`src/rtl/sync_updown_counter_n.sv`:
```
// Modulo-(MAX_COUNT+1) up/down counter with clear, clamped parallel load,
// a combinational terminal-count flag and a registered wrap pulse.
module sync_updown_counter_n #(
  parameter int WIDTH     = 3,
  parameter int MAX_COUNT = 7
) (
  input  logic             clk,
  input  logic             reset,
  input  logic             clear,
  input  logic             load,
  input  logic [WIDTH-1:0] load_val,
  input  logic             en,
  input  logic             up_down,
  output logic [WIDTH-1:0] Q,
  output logic             tc,
  output logic             wrap
);

  localparam logic [WIDTH-1:0] MAX_Q = WIDTH'(MAX_COUNT);
  localparam logic [WIDTH-1:0] ZERO  = '0;
  localparam logic [WIDTH-1:0] ONE   = WIDTH'(1);

  logic [WIDTH-1:0] q_reg, q_next;
  logic             wrap_reg, wrap_next;

  always_comb begin
    tc = en & (up_down ? (q_reg == MAX_Q) : (q_reg == ZERO));
  end

  // The wrap pulse is simply tc captured on a counting edge.
  always_comb begin
    q_next    = q_reg;
    wrap_next = 1'b0;
    if (clear) begin
      q_next = ZERO;
    end else if (load) begin
      q_next = (load_val > MAX_Q) ? MAX_Q : load_val;
    end else if (en) begin
      wrap_next = tc;
      if (up_down) begin
        q_next = (q_reg == MAX_Q) ? ZERO : q_reg + ONE;
      end else begin
        q_next = (q_reg == ZERO) ? MAX_Q : q_reg - ONE;
      end
    end
  end

  always_ff @(posedge clk or negedge reset) begin
    if (!reset) begin
      q_reg    <= ZERO;
      wrap_reg <= 1'b0;
    end else begin
      q_reg    <= q_next;
      wrap_reg <= wrap_next;
    end
  end

  assign Q    = q_reg;
  assign wrap = wrap_reg;

endmodule

```
`config.mk`:
```
export PLATFORM = sky130hd
export DESIGN_NAME = sync_updown_counter_n
export DESIGN_NICKNAME = d
export VERILOG_FILES = /design/src/rtl/sync_updown_counter_n.sv
export SDC_FILE = /design/constraint.sdc
export NUM_CORES = 1
export LEC_CHECK = 0
export CAP_MARGIN = 20
export CORE_AREA = 2 2 39 41
export CTS_CLUSTER_SIZE = 10
export DETAILED_ROUTE_END_ITERATION = 7
export DIE_AREA = 0 0 41 43
export PLACE_DENSITY_LB_ADDON = 0.15
export SYNTH_ARGS = -nofsm -noshare
export SYNTH_HDL_FRONTEND = slang
export SYNTH_SLANG_ARGS = --single-unit
```
`constraint.sdc`:
```
create_clock -name clk -period 2 [get_ports clk]
set_input_delay 0.3 -clock clk [delete_from_list [all_inputs] [get_ports clk]]
set_output_delay 0.3 -clock clk [all_outputs]
set_load 0.05 [all_outputs]
```
## After elaboration in Yosys (flattened, before gate mapping)

Cells that the tools add are included.

| storage, ports and cells | value |
|---|---|
| input bits | 9 |
| logic and storage cells | 20 |
| bits in registers | 4 |

| cells by class | value |
|---|---|
| add/subtract/negate cells | 2 |
| equal/unequal tests | 1 |
| $lt $le $gt $ge | 1 |
| bitwise operators | 1 |
| reduce and logical (&&, ||, !) cells | 2 |
| mux-type cells | 11 |

Operators with widths:

| operator | number |
|---|---|
| $mux W3 | 7 |
| $mux W1 | 4 |
| $add A3 B1 Y3 const B | 1 |
| $eq A3 B3 Y1 const B | 1 |
| $gt A3 B3 Y1 const B | 1 |
| $logic_not A3 Y1 | 1 |
| $reduce_bool A3 Y1 | 1 |
| $sub A3 B1 Y3 const B | 1 |
| $and A1 B1 Y1 | 1 |

## Depth between registers and ports, before layout

| depth | value |
|---|---|
| depth in word-level cells | 6 |
| depth in mapped cells | 5 |

## Worst setup path before layout

No wires, ideal clock.

| timing | value |
|---|---|
| path type | reg-to-output |
| start point | register q_reg[0] (netlist: Q[0]) |
| end point | output tc |
| arrival time | 1829 ps |
| cell stages (with the launch flop) | 6 |
| buffers on the path | 0 |
| slack | -129 ps |
| cells stage by stage | dfrtp_1 > inv_1 > ha_1 > nor3b_1 > a21oi_1 > nor2_1 |

| between the ends | value |
|---|---|
| word-level cells in the longest chain between the ends | 3 |
| elaborated cells between the ends (all ways) | 4 |
| those cells by class | eq/ne: 1; mux: 1; bitwise: 1; reduce/logical: 1 |

RTL lines:

| what | line | source |
|---|---|---|
| start, declared | 23 | `logic [WIDTH-1:0] q_reg, q_next;` |
| start signal, assigned | 53 | `q_reg <= q_next;` |
| $eq A3 B3 Y1 / $logic_not A3 Y1 (equally long branches) | 27 | `tc = en & (up_down ? (q_reg == MAX_Q) : (q_reg == ZERO));` |
| $mux W1 * | 27 |  |
| $and A1 B1 Y1 * | 27 |  |
| end, declared | 15 | `output logic tc,` |

Mark *: on every way between the ends. The rest lies on a longest branch, timed or not.

## Worst setup path in the final report

Same ends and word-level chain as after synthesis.

==> flow_summary.toml <==
[run_status]
status = "completed"

[floorplanning]
die_height_um = 43
die_x_um = 41
start_util = 0.241
core_region_area_um2 = 1380
die_area_um2 = 1760
rows = 14
io_pins = 14

[clock_tree]
h-tree-depth = 1
clk_pin_slew_worst_paths_ns = 0.04
clock_latency_ns = 0.23
clock_path_buffers = 2
numClockSinks = 4
postCtsSetupBuffers = 0
ctsResizeCount = 0
postCtsHoldBufs = 0
clockRootBuffer = "clkbuf_4"
cts-buffers-inserted = 3
cts_tree = "done"

[layout]
fin_util = 0.375
area_growth_pct = 55.4
layout_commonest_cell = "clkdlybuf4s50_1"
final_cell_mix = "12 x clkdlybuf4s50_1, 6 x inv_1, 5 x ha_1, 4 x dfrtp_1, 4 x a21oi_1"
drive_gt1_frac = 0.154
largest_register_ffs = 3
nets = 68
diodes = 0
fillCellCount = 143

[setup_path]
cp_slowest_stage_delay_ns = 0.42
arrival_ns = 1.58
crit_slowest_cell = "dfrtp_1"
crit_family = "flip-flops"
crit_required_ns = 1.70
critical_path.cell_chain = "inv_1, ha_1, nor3b_2, a21oi_1, nor2_2, buf_12"
crit_path_end_kind = "primary output"
crit_buf_inv = 2
worstPathMaxFanout = 5
worstSetupPathType = "register to primary output"
start_kind = "register"

[drt]
wire_per_inst_um = 11.6
viasPerCell = 5.06
dr.pass1.iters = 4
wl_um = 787
via_count = 344
drtIter0Drc = 5
final_antenna_net_count = 0
drcViolationCount = 0

[pwr]
p_per_area_nw_per_um2 = 577
peakVddDrop_uv = 350
p_leak_uw = 0.000222
p_total_uw = 299

[global_routing]
grt_pass1_wl_um = 1250
overflow = 0
grt_pass1_vias = 316
antenna_found_initial = 0
grt_max_degree = 10
grt_use_total = 0.110

[synth]
synth_seq_cells = 4
yosysTopAreaCellShare = 0.300
postSynthAreaPerCell_um2 = 9.03
synthesis.instances = 37
syn-num-nets = 51
synth.distinct_cells = 19
ys_top_cells_by_area = "dfrtp_1 30%, ha_1 19%, inv_1 6.7%"
syn_area_um2 = 334
yosysWarningCount = 0
yosysSeqAreaShare = 0.300
yosys.area.top_type = "dfrtp_1"

[flow_run]
maxCapViolations = 0

[worst_hold_path]
hp-class = "input port to asynchronous set/reset pin"

[timing]
finalCritPeriodShare = 0.941
final.setup_skew_ns = 0.00330
fin_crit_ns = 1.88
timing.fmax_mhz = 531
worst_pin_slew_ns = 0.496
tns_ns = 0
relSlewSlack = 0.668
final_hold_viol_count = 0
rsz0062_at_grt = "no"
layout_setup_ws_ns = 0.118
setup_viol = 0
final_max_slew_viol_count = 0

[place]
io_buffers = 13
dp_hpwl_um = 628
place_ws_ns = 0.239
place_congestion = 0.777
-- power breakdown --
| part | internal (µW) | switching (µW) | total [µW] |
|---|---|---|---|
| registers | 86.7 | 8.13 | 94.9 |
| clock network | 67.1 | 32.7 | 99.8 |
| logic | 48.4 | 56.4 | 105 |
| total | 202 | 97.2 | 299 |
-- cell type report --
type | count | area [µm²] | area share
well taps | 16 | 20.0 | 0.0386
flip-flops and latches | 4 | 100 | 0.193
inverters | 6 | 22.5 | 0.0434
clock buffers | 3 | 22.5 | 0.0434
repair buffers | 13 | 140 | 0.270
multi-input cells | 26 | 214 | 0.412
-- path summary, 6_finish.rpt --
path | startpoint | cells past startpoint | endpoint | slack [ns]
hold / removal | reset | 1 | Q[1]$_DFFE_PN0P_ | 0.27
min in group clk | load_val[0] | 3 | Q[0]$_DFFE_PN0P_ | 0.63
setup reg to reg | Q[0]$_DFFE_PN0P_ | 5 | Q[2]$_DFFE_PN0P_ | 0.26
max in group asynchronous | reset | 1 | wrap$_DFF_PN0_ | 1.57
hold reg to reg | Q[1]$_DFFE_PN0P_ | 2 | Q[1]$_DFFE_PN0P_ | 0.67
setup / recovery | Q[0]$_DFFE_PN0P_ | 6 | tc | 0.12
-- per-stage QoR --
| step | cell area (µm²) | hold slack [ns] | cells |
|---|---|---|---|
| floorplan | 337 | 0.00441 | 37 |
| global placement | 492 | 0.514 | 65 |
| detailed placement | 492 | 0.520 | 65 |
| CTS | 514 | 0.269 | 68 |
| global route | 519 | 0.268 | 68 |
| finish | 519 | 0.266 | 68 |
-- logic make-up after synthesis --
kind of cell / share of synthesized area
and+or+nand+nor: 0.184
adders and majority gates: 0.187
DFF: 0.300
buffers and inverters: 0.0824
AOI/OAI and AO/OA: 0.247
-- layer usage --
metal | vias up | track usage | wire (µm)
met2 | 19 | 0.150 | 391
li1 | 164 | - | -
met5 | - | 0 | 0
met1 | 158 | 0.139 | 302
met3 | 3 | 0.0314 | 72
met4 | 0 | 0.0800 | 21
-- cells in the mapped netlist --
| cell | number |
|---|---|
| a21boi_0 | 1 |
| and2b_2 | 1 |
| and2_1 | 1 |
| a2111oi_2 | 1 |
| inv_1 | 6 |
| nor2_1 | 2 |
| o32ai_1 | 1 |
| nor4_1 | 1 |
| ha_1 | 5 |
| o21ai_0 | 1 |
| buf_2 | 1 |
| or3_1 | 2 |
| dfrtp_1 | 4 |
| a22oi_1 | 1 |
| a221oi_1 | 1 |
| nor3_1 | 1 |
| a21oi_1 | 4 |
| a2111oi_1 | 1 |
| nor3b_1 | 2 |
No activity file was read; power rests on OpenSTA's default activity.
